$ cat src/rtl/dvs_event_queue_sched_if.sv
// ----------------------------------------------------------------------------
// dvs_event_queue_sched_if
//
// Bundles the scheduler's handshake and bus signals:
//   - producer side : src_valid, src_event (producer i at [i*EVENT_BITS +: EVENT_BITS]),
//                     src_ready (one-hot grant)
//   - queue side    : q_event_in, q_wr_en, q_rd_en, q_event_out, q_empty, q_full
//   - output side   : out_valid, out_event, out_ready
//
// Modports:
//   master : the scheduler (drives grants, queue strobes and the output register)
//   slave  : the environment (producers, queue and downstream consumer)
// ----------------------------------------------------------------------------
interface dvs_event_queue_sched_if #(
    parameter int unsigned NUM_SRC    = 2,
    parameter int unsigned EVENT_BITS = 12
);
    logic [NUM_SRC-1:0]            src_valid;
    logic [NUM_SRC*EVENT_BITS-1:0] src_event;
    logic [NUM_SRC-1:0]            src_ready;

    logic [EVENT_BITS-1:0]         q_event_in;
    logic                          q_wr_en;
    logic                          q_rd_en;
    logic [EVENT_BITS-1:0]         q_event_out;
    logic                          q_empty;
    logic                          q_full;

    logic                          out_valid;
    logic [EVENT_BITS-1:0]         out_event;
    logic                          out_ready;

    modport master (
        input  src_valid, src_event, q_event_out, q_empty, q_full, out_ready,
        output src_ready, q_event_in, q_wr_en, q_rd_en, out_valid, out_event
    );

    modport slave (
        output src_valid, src_event, q_event_out, q_empty, q_full, out_ready,
        input  src_ready, q_event_in, q_wr_en, q_rd_en, out_valid, out_event
    );
endinterface

$ cat src/rtl/dvs_event_queue_sched.sv
// ----------------------------------------------------------------------------
// dvs_event_queue_sched
//
// Scheduler in front of a single-port DVS event FIFO. Each cycle it performs at
// most one queue operation: a round-robin arbitrated write from one of NUM_SRC
// producers, or a read whose data is captured into a valid/ready output register.
// Writes may starve reads for at most STARVE_LIMIT consecutive cycles.
//
// Ports:
//   clk        : system clock
//   rst        : asynchronous, active-high reset
//   bus        : dvs_event_queue_sched_if.master (producer, queue and output signals)
//   drop_count : 16-bit saturating count of discarded events
//                (present only when DVS_QUEUE_DROP_CNT_EN is defined)
//
// Build option:
//   DVS_QUEUE_DROP_CNT_EN : when the queue is full, the round-robin winner is still
//                           granted and its event discarded and counted, instead of
//                           backpressuring the producers.
// ----------------------------------------------------------------------------
module dvs_event_queue_sched #(
    parameter int unsigned NUM_SRC      = 2,
    parameter int unsigned EVENT_BITS   = 12,
    parameter int unsigned STARVE_LIMIT = 4
) (
    input  logic                   clk,
    input  logic                   rst,
    dvs_event_queue_sched_if.master bus
`ifdef DVS_QUEUE_DROP_CNT_EN
    ,
    output logic [15:0]            drop_count
`endif
);
    localparam int unsigned PtrW = (NUM_SRC > 1) ? $clog2(NUM_SRC) : 1;

    logic [PtrW-1:0]       rr_ptr_q, rr_ptr_d;
    logic [3:0]            starve_cnt_q, starve_cnt_d;
    logic                  rd_inflight_q, rd_inflight_d;
    logic                  out_valid_q, out_valid_d;
    logic [EVENT_BITS-1:0] out_event_q, out_event_d;

    logic                  any_valid;
    logic                  read_elig;
    logic                  wr_req;
    logic                  do_read;
    logic                  do_write;
    logic                  do_drop;
    logic                  do_grant;

    logic [PtrW-1:0]       win_idx;
    logic [NUM_SRC-1:0]    win_oh;
    logic [EVENT_BITS-1:0] win_event;
    logic                  win_found;
    logic [PtrW-1:0]       next_ptr;

    // Round-robin search: first pass covers rr_ptr..NUM_SRC-1, second pass wraps
    // around to 0..rr_ptr-1.
    always_comb begin
        win_idx   = '0;
        win_oh    = '0;
        win_event = '0;
        win_found = 1'b0;
        for (int unsigned i = 0; i < NUM_SRC; i++) begin
            if (!win_found && (i >= 32'(rr_ptr_q)) && bus.src_valid[i]) begin
                win_found = 1'b1;
                win_idx   = PtrW'(i);
                win_oh[i] = 1'b1;
                win_event = bus.src_event[i*EVENT_BITS +: EVENT_BITS];
            end
        end
        for (int unsigned i = 0; i < NUM_SRC; i++) begin
            if (!win_found && (i < 32'(rr_ptr_q)) && bus.src_valid[i]) begin
                win_found = 1'b1;
                win_idx   = PtrW'(i);
                win_oh[i] = 1'b1;
                win_event = bus.src_event[i*EVENT_BITS +: EVENT_BITS];
            end
        end
    end

    assign next_ptr = (32'(win_idx) == NUM_SRC - 1) ? '0 : win_idx + 1'b1;

    assign any_valid = |bus.src_valid;
    // Only read into a free output slot: no read in flight and nothing held.
    assign read_elig = !bus.q_empty && !rd_inflight_q && !out_valid_q;
    assign wr_req    = any_valid && !bus.q_full;
    assign do_read   = read_elig && (!wr_req || (starve_cnt_q == 4'(STARVE_LIMIT)));
    assign do_write  = !do_read && wr_req;

`ifdef DVS_QUEUE_DROP_CNT_EN
    logic [15:0] drop_count_q, drop_count_d;

    assign do_drop = !do_read && bus.q_full && any_valid;

    always_comb begin
        drop_count_d = drop_count_q;
        if (do_drop && (drop_count_q != 16'hFFFF)) begin
            drop_count_d = drop_count_q + 16'd1;
        end
    end

    always_ff @(posedge clk or posedge rst) begin
        if (rst) begin
            drop_count_q <= '0;
        end else begin
            drop_count_q <= drop_count_d;
        end
    end

    assign drop_count = drop_count_q;
`else
    assign do_drop = 1'b0;
`endif

    assign do_grant = do_write || do_drop;

    // Strobes are forced low while reset is held.
    always_comb begin
        bus.src_ready  = (do_grant && !rst) ? win_oh : '0;
        bus.q_wr_en    = do_write && !rst;
        bus.q_rd_en    = do_read && !rst;
        bus.q_event_in = win_event;
        bus.out_valid  = out_valid_q;
        bus.out_event  = out_event_q;
    end

    always_comb begin
        rr_ptr_d      = rr_ptr_q;
        rd_inflight_d = do_read;
        out_valid_d   = out_valid_q;
        out_event_d   = out_event_q;
        starve_cnt_d  = starve_cnt_q;

        if (do_grant) begin
            rr_ptr_d = next_ptr;
        end

        // Queue data is valid the cycle after the read strobe.
        if (rd_inflight_q) begin
            out_valid_d = 1'b1;
            out_event_d = bus.q_event_out;
        end else if (out_valid_q && bus.out_ready) begin
            out_valid_d = 1'b0;
        end

        if (do_read || !read_elig) begin
            starve_cnt_d = '0;
        end else if (do_write && (starve_cnt_q < 4'(STARVE_LIMIT))) begin
            starve_cnt_d = starve_cnt_q + 4'd1;
        end
    end

    always_ff @(posedge clk or posedge rst) begin
        if (rst) begin
            rr_ptr_q      <= '0;
            starve_cnt_q  <= '0;
            rd_inflight_q <= 1'b0;
            out_valid_q   <= 1'b0;
            out_event_q   <= '0;
        end else begin
            rr_ptr_q      <= rr_ptr_d;
            starve_cnt_q  <= starve_cnt_d;
            rd_inflight_q <= rd_inflight_d;
            out_valid_q   <= out_valid_d;
            out_event_q   <= out_event_d;
        end
    end
endmodule

$ cat src/flat_wrapper.sv
// flat-port wrapper written by rule: the top's interface ports become plain ports
module dvs_event_queue_sched_flat 
#(
    parameter int unsigned NUM_SRC      = 2,
    parameter int unsigned EVENT_BITS   = 12,
    parameter int unsigned STARVE_LIMIT = 4
)
  (clk, rst, bus_src_valid, bus_src_event, bus_q_event_out, bus_q_empty, bus_q_full, bus_out_ready, bus_src_ready, bus_q_event_in, bus_q_wr_en, bus_q_rd_en, bus_out_valid, bus_out_event);
  dvs_event_queue_sched_if #(.NUM_SRC(NUM_SRC), .EVENT_BITS(EVENT_BITS)) bus_i ();
  input  logic clk;
  input  logic rst;
  input wire logic [$bits(bus_i.src_valid)-1:0] bus_src_valid;
  input wire logic [$bits(bus_i.src_event)-1:0] bus_src_event;
  input wire logic [$bits(bus_i.q_event_out)-1:0] bus_q_event_out;
  input wire logic [$bits(bus_i.q_empty)-1:0] bus_q_empty;
  input wire logic [$bits(bus_i.q_full)-1:0] bus_q_full;
  input wire logic [$bits(bus_i.out_ready)-1:0] bus_out_ready;
  output wire logic [$bits(bus_i.src_ready)-1:0] bus_src_ready;
  output wire logic [$bits(bus_i.q_event_in)-1:0] bus_q_event_in;
  output wire logic [$bits(bus_i.q_wr_en)-1:0] bus_q_wr_en;
  output wire logic [$bits(bus_i.q_rd_en)-1:0] bus_q_rd_en;
  output wire logic [$bits(bus_i.out_valid)-1:0] bus_out_valid;
  output wire logic [$bits(bus_i.out_event)-1:0] bus_out_event;
  assign bus_i.src_valid = bus_src_valid;
  assign bus_i.src_event = bus_src_event;
  assign bus_i.q_event_out = bus_q_event_out;
  assign bus_i.q_empty = bus_q_empty;
  assign bus_i.q_full = bus_q_full;
  assign bus_i.out_ready = bus_out_ready;
  assign bus_src_ready = bus_i.src_ready;
  assign bus_q_event_in = bus_i.q_event_in;
  assign bus_q_wr_en = bus_i.q_wr_en;
  assign bus_q_rd_en = bus_i.q_rd_en;
  assign bus_out_valid = bus_i.out_valid;
  assign bus_out_event = bus_i.out_event;
  dvs_event_queue_sched #(.NUM_SRC(NUM_SRC), .EVENT_BITS(EVENT_BITS), .STARVE_LIMIT(STARVE_LIMIT)) u_core (.clk(clk), .rst(rst), .bus(bus_i));
endmodule
$ cat config.mk
export PLATFORM = sky130hd
export DESIGN_NAME = dvs_event_queue_sched_flat
export DESIGN_NICKNAME = d
export VERILOG_FILES = /design/src/rtl/dvs_event_queue_sched_if.sv /design/src/rtl/dvs_event_queue_sched.sv /design/src/flat_wrapper.sv
export SDC_FILE = /design/constraint.sdc
export NUM_CORES = 1
export LEC_CHECK = 0
export ABC_AREA = 1
export CORE_UTILIZATION = 37
export DETAILED_ROUTE_END_ITERATION = 12
export MAX_ROUTING_LAYER = met4
export PLACE_DENSITY_LB_ADDON = 0.3
export SETUP_SLACK_MARGIN = 0.3
export SYNTH_ARGS = -nofsm -noshare
export SYNTH_HDL_FRONTEND = slang
export SYNTH_SLANG_ARGS = --single-unit
$ cat constraint.sdc
create_clock -name clk -period 3.1 [get_ports clk]
set_input_delay 0.62 -clock clk [delete_from_list [all_inputs] [get_ports clk]]
set_output_delay 0.62 -clock clk [all_outputs]
set_load 0.02 [all_outputs]
# Yosys cells after proc, flatten, opt, wreduce, memory -nomap -nowiden
# Index checks and enable logic that the tools add are counted.
totals:
  reg_bits: 19
  output_inout_bits: 29
op_classes:
  magnitude_cmp: 3
  n_eq_ne: 1
  n_mux: 14
  n_reduce_logical: 28
  n_addsub: 2
ops:
  columns: ["op", "n"]
  rows:
  - ["$mux W12", 3]
  - ["$logic_and A1 B1 Y1", 13]
  - ["$logic_not A1 Y1", 10]
  - ["$mux W1", 8]
  - ["$mux W4", 2]
  - ["$add A4 B1 Y4 const B", 1]
  - ["$eq A4 B3 Y1 const B", 1]
  - ["$lt A4 B3 Y1 const B", 1]
  - ["$reduce_bool A2 Y1", 2]
  - ["$logic_or A1 B1 Y1", 2]
  - ["$mux W2", 1]
  - ["$reduce_or A2 Y1", 1]
  - ["$add A1 B1 Y1 const B", 1]
  - ["$ge A1 B1 Y1 const A", 1]
  - ["$lt A1 B1 Y1 const A", 1]

# Depth between registers and ports, before layout
# Gate-level depths: netlist (run 1).
depth:
  word_depth: 12
  mapped_depth: 7

# Worst setup path before layout (run 1)
# OpenSTA, ideal clock, no wires.
synth_timing:
  path_type: "input port to output port"
  startpoint: "in bus_q_empty"
  endpoint: "out bus_src_ready[0]"
  cell_stages: 4
  t_arrival_ns: 1.350
  slack_ns: 1.130
  required_time_ns: 2.480
  cell_sequence: "nor2_1 -> nand2_2 -> o21ai_2 -> nor3_1"
synth_via:
  elab_chain_len: 8
synth_lines:
  columns: ["element", "line", "rtl"]
  rows:
  - ["from (decl)", "flat_wrapper.sv:15", "input wire logic [$bits(bus_i.q_empty)-1:0] bus_q_empty;"]
  - ["$logic_not A1 Y1", "dvs_event_queue_sched.sv:85", "assign read_elig = !bus.q_empty && !rd_inflight_q && !out_valid_q;"]
  - ["$logic_and A1 B1 Y1 (2 in series)", "dvs_event_queue_sched.sv:85", null]
  - ["$logic_and A1 B1 Y1", "dvs_event_queue_sched.sv:87", "assign do_read = read_elig && (!wr_req || (starve_cnt_q == 4'(STARVE_LIMIT)));"]
  - ["$logic_not A1 Y1", "dvs_event_queue_sched.sv:88", "assign do_write = !do_read && wr_req;"]
  - ["$logic_and A1 B1 Y1", "dvs_event_queue_sched.sv:88", null]
  - ["$logic_and A1 B1 Y1", "dvs_event_queue_sched.sv:119", "bus.src_ready = (do_grant && !rst) ? win_oh : '0;"]
  - ["$mux W2", "dvs_event_queue_sched.sv:119", null]
  - ["to (decl)", "flat_wrapper.sv:18", "output wire logic [$bits(bus_i.src_ready)-1:0] bus_src_ready;"]
# No other way between the ends.

# Final worst setup path (run 1)
layout_timing:
  startpoint: "in bus_src_valid[0]"
  endpoint: "out bus_src_ready[1]"
layout_via:
  elab_chain_len: 9
  elab_cells_between_ends: 14
  classes_between: "mux (3); reduce/logical (11)"
layout_lines:
  columns: ["element", "line", "rtl"]
  rows:
  - ["from (decl)", "flat_wrapper.sv:12", "input wire logic [$bits(bus_i.src_valid)-1:0] bus_src_valid;"]
  - ["$reduce_or A2 Y1", "dvs_event_queue_sched.sv:83", "assign any_valid = |bus.src_valid;"]
  - ["$logic_and A1 B1 Y1", "dvs_event_queue_sched.sv:86", "assign wr_req = any_valid && !bus.q_full;"]
  - ["$logic_not A1 Y1", "dvs_event_queue_sched.sv:87", null]
  - ["$logic_or A1 B1 Y1", "dvs_event_queue_sched.sv:87", null]
  - ["$logic_and A1 B1 Y1", "dvs_event_queue_sched.sv:87", null]
  - ["$logic_not A1 Y1", "dvs_event_queue_sched.sv:88", null]
  - ["$logic_and A1 B1 Y1", "dvs_event_queue_sched.sv:88", null]
  - ["$logic_and A1 B1 Y1", "dvs_event_queue_sched.sv:119", null]
  - ["$mux W2 (*)", "dvs_event_queue_sched.sv:119", null]
# Every way passes the cells marked *; elsewhere a longest branch is shown, timed or not.

==> flow_summary.ini, run 1 <==
[clock_tree]
insertion_delay_ns = 0.29
cts.hold.buffers_added = 0
clk_pin_slew_ns = 0.10
tritoncts = done
clockBufferDepth = 2
htreeDepth = 1
numCtsBuffers = 3
cts.sinks = 19
ctsRootBufferMaster = clkbuf_4

[critical_path]
critPathMaxStageDelay_ns = 0.52
critical_path.max_fanout = 5
slowest_stage = clkdlybuf4s50_1
ff2ff_path_depth = 5
criticalPathCategory = in -> out
required_ns = 2.48
cpLargestDelayFamily = buffers and inverters
critPathLaunchType = input port
critPathArrivalTime_ns = 1.96
cp-end-kind = primary output
path_cells = clkdlybuf4s50_1 > nor2_2 > nor2_4 > o21ai_2 > nor3_1 > dlygate4sd2_1
timing.reg2reg.setup_slack_ns = 1.78
rr_endpoint = u_core.rr_ptr_q
crit_buf_inv = 2
r2r_start = u_core.rd_inflight_q

[yosys]
syn_nets = 186
yosys_most_used_dff = dfrtp_1
synth.distinct_cells = 19
netlist_area_um2 = 1040
ys_ff_latch = 19
syn_inst = 141
async_reset_ff_share_pct = 100
yosysSeqAreaShare_pct = 45.7
synth_top_area_share_pct = 45.7
synth_edf_count = 0
synth_warnings = 0
synth.most_common_cell = nand2_1
synthTopCellsByCount = nand2_1, dfrtp_1, nand3_1
synth.avg_cell_area_um2 = 7.37
synthTopCellsByArea = dfrtp_1, nand2_1, nand3_1
synth_top_cell_by_area = dfrtp_1

[route]
drc_errors = 0
drt_wl_total_um = 2920
postRouteAntennaNets = 0
vias_per_cell = 4.73
drtPass1Iterations = 3
num_vias = 1150
drt_iter0_drc = 6
top_layer = met4
wl_per_cell_um = 12.0
wl_met3_um = 221
wl_met2_um = 1550
wirelength_met1_um = 1100

[sta]
worst_pin_slew_ns = 0.707
period_needed_ns = 2.58
slew_headroom_pct = 52.8
rsz0062_at_grt = false
fin_skew_ns = 0.00145
setup_viol = 0
finalHoldViolCount = 0
fin_tns_setup_ns = 0
period_share_pct = 83.2
drv_slew = 0
clock.fmax_mhz = 388

[layout]
drive_gt1_share_pct = 7.98
instances_no_fill = 243
area_delta_synth_final_pct = 76.3
final_cell_area_um2 = 1830
nFillCells = 202
n_antenna_cell = 0
nets = 259
finalCoreUtilization_pct = 71.4

[placed_design]
hpwlAfterDp_um = 2390
portBuffers = 71
gp_congestion = 0.749
place_inst = 239
place_area_um2 = 1780

[power_and_ir_drop]
peakVddDrop_v = 0.000396
p_per_area_nw_per_um2 = 447
p_leak_nw = 1.05
power.total_w = 0.000819

[die]
rows = 18
die_area_um2 = 3030
die_x_um = 55.0
die_h_um = 55.0
io_pins = 72
start_util_pct = 40.5
core_region_area_um2 = 2570

[global_route]
grt_pass1_vias = 1158
grt_use_total_pct = 22.2
grt_max_degree = 20
grt.overflow.total = 0
antenna_found_initial = 0
grt_pass1_wl_um = 4550

[job]
drv_cap = 0

[min_path]
min_delay_path_depth = 2
hold_class = reg -> reg
whs_endpoint = u_core.bus.out_event[4]
min_from = u_core.bus.out_event[4]

[status]
status = finished clean
## power by group
| group | switching (W) | leakage (nW) | internal, W |
|---|---|---|---|
| combinational | 0.000186 | 0.795 | 0.000183 |
| clock | 0.0000704 | 0.0150 | 0.0000501 |
| sequential | 0.0000334 | 0.241 | 0.000297 |
## flip-flops by register name, summed over array words and instances (netlist names)
| name | cells |
|---|---|
| u_core.bus.out_event | 12 |
| u_core.bus.out_valid | 1 |
| u_core.rd_inflight_q | 1 |
| u_core.rr_ptr_q | 1 |
| u_core.starve_cnt_q | 4 |
## worst register-to-register path, delay by kind of cell, from the launching register on
family,cells,cell delay (ns)
flops,1,0.56
simple gates,3,0.40
compound gates,2,0.30
## final cells by class
type                    instances  area (um2)  area share [%]
well taps                      30        37.5            2.05
clock buffers                   4        26.3            1.43
repair buffers                 73         747            40.8
inverters                      12        47.5            2.59
multi-input cells             105         499            27.2
flip-flops and latches         19         475            25.9
## cell families (layout without fill, tap and decap cells)
logic type / count (synthesis) / count (layout) / share of synthesized area [%]
simple gates: 98 / 98 / 42.1
flops: 19 / 19 / 45.7
buf+inv: 17 / 89 / 6.26
compound gates: 4 / 4 / 2.65
fa+ha+maj: 2 / 2 / 2.41
xor+xnor: 1 / 1 / 0.843
## per-layer routing
metal | global-route usage (%) | vias up
met2 | 42.8 | 46
met4 | 9.17 | 0
li1 | - | 582
met5 | - | -
met3 | 4.64 | 4
met1 | 21.0 | 518
## placed cells by master, fill, tap and decap left out, types with 2 or more instances in the layout
cell type / n
nand2_1: 67
clkdlybuf4s50_1: 55
nand3_1: 19
dfrtp_1: 19
dlymetal6s2s_1: 11
inv_1: 8
dlygate4sd2_1: 5
inv_2: 3
nor2_1: 3
nor3_1: 3
clkbuf_4: 3
o21ai_2: 2
o21ai_1: 2
ha_1: 2
buf_4: 2
## repair_timing
action                     4_1_cts  5_1_grt
setup endpoints to repair        5       11
gates resized for setup          5       12
setup buffers                    0        0
## worst max path at each step
| stage | startpoint | endpoint | slack (ns) | depth (start not counted) |
|---|---|---|---|---|
| after floorplan | bus_q_empty | bus_src_ready[0] | 1.13 | 4 |
| after global placement | bus_src_valid[0] | bus_src_ready[1] | 0.26 | 6 |
| after detailed placement | bus_src_valid[1] | bus_src_ready[1] | 0.23 | 6 |
| after CTS | bus_src_valid[1] | bus_q_wr_en | 0.30 | 6 |
| after global routing | bus_src_valid[1] | bus_src_ready[1] | 0.44 | 6 |
| final | bus_src_valid[0] | bus_src_ready[1] | 0.52 | 6 |
## metrics by stage
step / hold slack, ns / setup slack [ns]
floorplan: 0.500 / 1.13
detailed placement: 0.458 / 0.228
global route: 0.500 / 0.441
CTS: 0.482 / 0.302
finish: 0.478 / 0.522
global placement: 0.453 / 0.262
(Power assumes the default switching activity.)
==> run 2: changes to the inputs <==
Settings changed: CORE_UTILIZATION 37 to 35.
Clock period 3.1 ns to 2.44 ns, I/O delays scaled along.
==> run 2 against run 1 <==
  * Via count rose by 8.4%
  * Clock-buffer cell count fell by 1
  * Worst hold slack improved by 0.0068 ns
  * Critical path depth did not move
  * Routed wire length rose by 3.2%
  * Sequential share of layout area fell by 1.1 points
  * Highest routed layer unchanged
  * Critical path type is now reg -> out
==> flow_summary.ini, run 2 (synthesis gave the netlist of run 1 again) <==
[status]
status = finished clean

[clock_tree]
ctsRootBufferMaster = clkbuf_4
clockBufferDepth = 2
cts.hold.buffers_added = 0
cts.sinks = 19
tritoncts = done
clk_pin_slew_ns = 0.12
numCtsBuffers = 3
htreeDepth = 1
insertion_delay_ns = 0.31

[sta]
period_needed_ns = 2.07
slew_headroom_pct = 53.8
clock.fmax_mhz = 484
fin_skew_ns = 0.00702
worst_pin_slew_ns = 0.693
finalHoldViolCount = 0
rsz0062_at_grt = false
fin_tns_setup_ns = 0
drv_slew = 0
period_share_pct = 84.7
setup_viol = 0
holdWs_ns = 0.485

[layout]
instances_no_fill = 253
area_delta_synth_final_pct = 84.1
nets = 268
multi_input_area_um2 = 534
largest_reg_flops = 12
nFillCells = 249
seqCellArea_um2 = 475
final_cell_mix = nand2_1, clkdlybuf4s50_1, dfrtp_1
n_antenna_cell = 0
drive_gt1_share_pct = 16.2
mostFrequentLayoutCell = nand2_1

[die]
io_pins = 72
die_x_um = 56.5
die_h_um = 56.5
die_area_um2 = 3190
start_util_pct = 37.4
core_region_area_um2 = 2780
rows = 19

[route]
vias_per_cell = 4.93
drc_errors = 0
drt_iter0_drc = 21
drt_wl_total_um = 3010
drtPass1Iterations = 5
postRouteAntennaNets = 0
num_vias = 1247
wl_per_cell_um = 11.9

[critical_path]
rr_endpoint = u_core.rr_ptr_q
ff2ff_path_depth = 7
slowest_stage = dfrtp_1
crit_start = u_core.starve_cnt_q[1]
required_ns = 1.95
timing.reg2reg.setup_slack_ns = 1.12
path_cells = inv_1 > ha_4 > nand3_4 > o21ai_4 > nor2_1 > clkdlybuf4s15_2
cp-end-kind = primary output
criticalPathCategory = reg -> out
critPathArrivalTime_ns = 1.58
critical_path.max_fanout = 4
critPathMaxStageDelay_ns = 0.41
endpoint = bus_q_wr_en
r2r_start = u_core.starve_cnt_q[1]
critPathLaunchType = flip-flop

[placed_design]
place_inst = 247
hpwlAfterDp_um = 2380
gp_congestion = 0.726
portBuffers = 71

[global_route]
grt_max_degree = 20
grt.overflow.total = 0
grt_use_total_pct = 19.9
grt_pass1_wl_um = 4940
antenna_found_initial = 0
grt_pass1_vias = 1285

[power_and_ir_drop]
p_leak_nw = 0.971
p_per_area_nw_per_um2 = 560
peakVddDrop_v = 0.000483

[job]
drv_cap = 0

[min_path]
hold_class = reg -> reg
run 2: changes by cell type in the layout (fill, tap and decap cells not counted), moves of 2 or more:
cell / delta
clkdlybuf4s50_1: -2
clkdlybuf4s15_2: +2
clkdlybuf4s15_1: +9
buf_4: +8
dlymetal6s2s_1: -11
buf_2: +3
run 2: final cells by class:
cell class,instances,share of cell area (%)
well taps,31,2.03
flip-flops and latches,19,24.8
multi-input cells,105,27.9
repair buffers,82,41.2
inverters,12,2.48
clock buffers,3,1.18
clock inverters,1,0.392
run 2: critical path: cells and delay by family, from the launching register on:
family          cells  cell delay [ns]
compound gates      1             0.19
fa+ha+maj           1             0.15
buf+inv             2             0.35
flops               1             0.41
simple gates        2             0.16
run 2: routing by layer:
layer / part of all wire, % / up-vias / GRT usage (%)
li1: - / 596 / -
met2: 54 / 63 / 38.3
met3: 6.7 / 6 / 3.23
met4: 1.8 / 0 / 8.01
met1: 37 / 582 / 19.6
met5: 0 / - / -
run 2: report_power, final:
part	leakage (nW)	internal (W)	switching, W	total, W
combinational	0.716	0.000244	0.000246	0.000490
clock	0.0139	0.0000626	0.000105	0.000168
sequential	0.241	0.000377	0.0000371	0.000414
total	0.971	0.000683	0.000388	0.00107
run 2: how the worst min path moves through the flow:
stage | slack, ns | start | cells past startpoint | end
after floorplan | 0.44 | rst | 1 | u_core.bus.out_event[0]
after global placement | 0.45 | u_core.bus.out_event[8] | 2 | u_core.bus.out_event[8]
after detailed placement | 0.46 | u_core.bus.out_event[7] | 2 | u_core.bus.out_event[7]
after CTS | 0.49 | u_core.bus.out_event[7] | 2 | u_core.bus.out_event[7]
after global routing | 0.52 | u_core.bus.out_event[11] | 2 | u_core.bus.out_event[11]
final | 0.49 | u_core.bus.out_event[4] | 2 | u_core.bus.out_event[4]
run 2: timing repair:
item,in CTS,in global routing
resized for setup,44,6
buffers inserted,0,2
endpoints found under the setup margin,16,4
pin swaps,2,2
run 2: metrics by stage:
stage | instance area [um2] | setup WS (ns) | utilization (%) | total power [W]
after floorplan | 1040 | 0.649 | - | 0.000638
after global placement | 1850 | -0.109 | 66.5 | 0.000910
after detailed placement | 1850 | -0.147 | 66.5 | 0.000922
after CTS | 1880 | 0.315 | 67.5 | 0.00108
after global routing | 1910 | 0.314 | 68.8 | 0.00114
final | 1910 | 0.374 | 68.8 | 0.00107
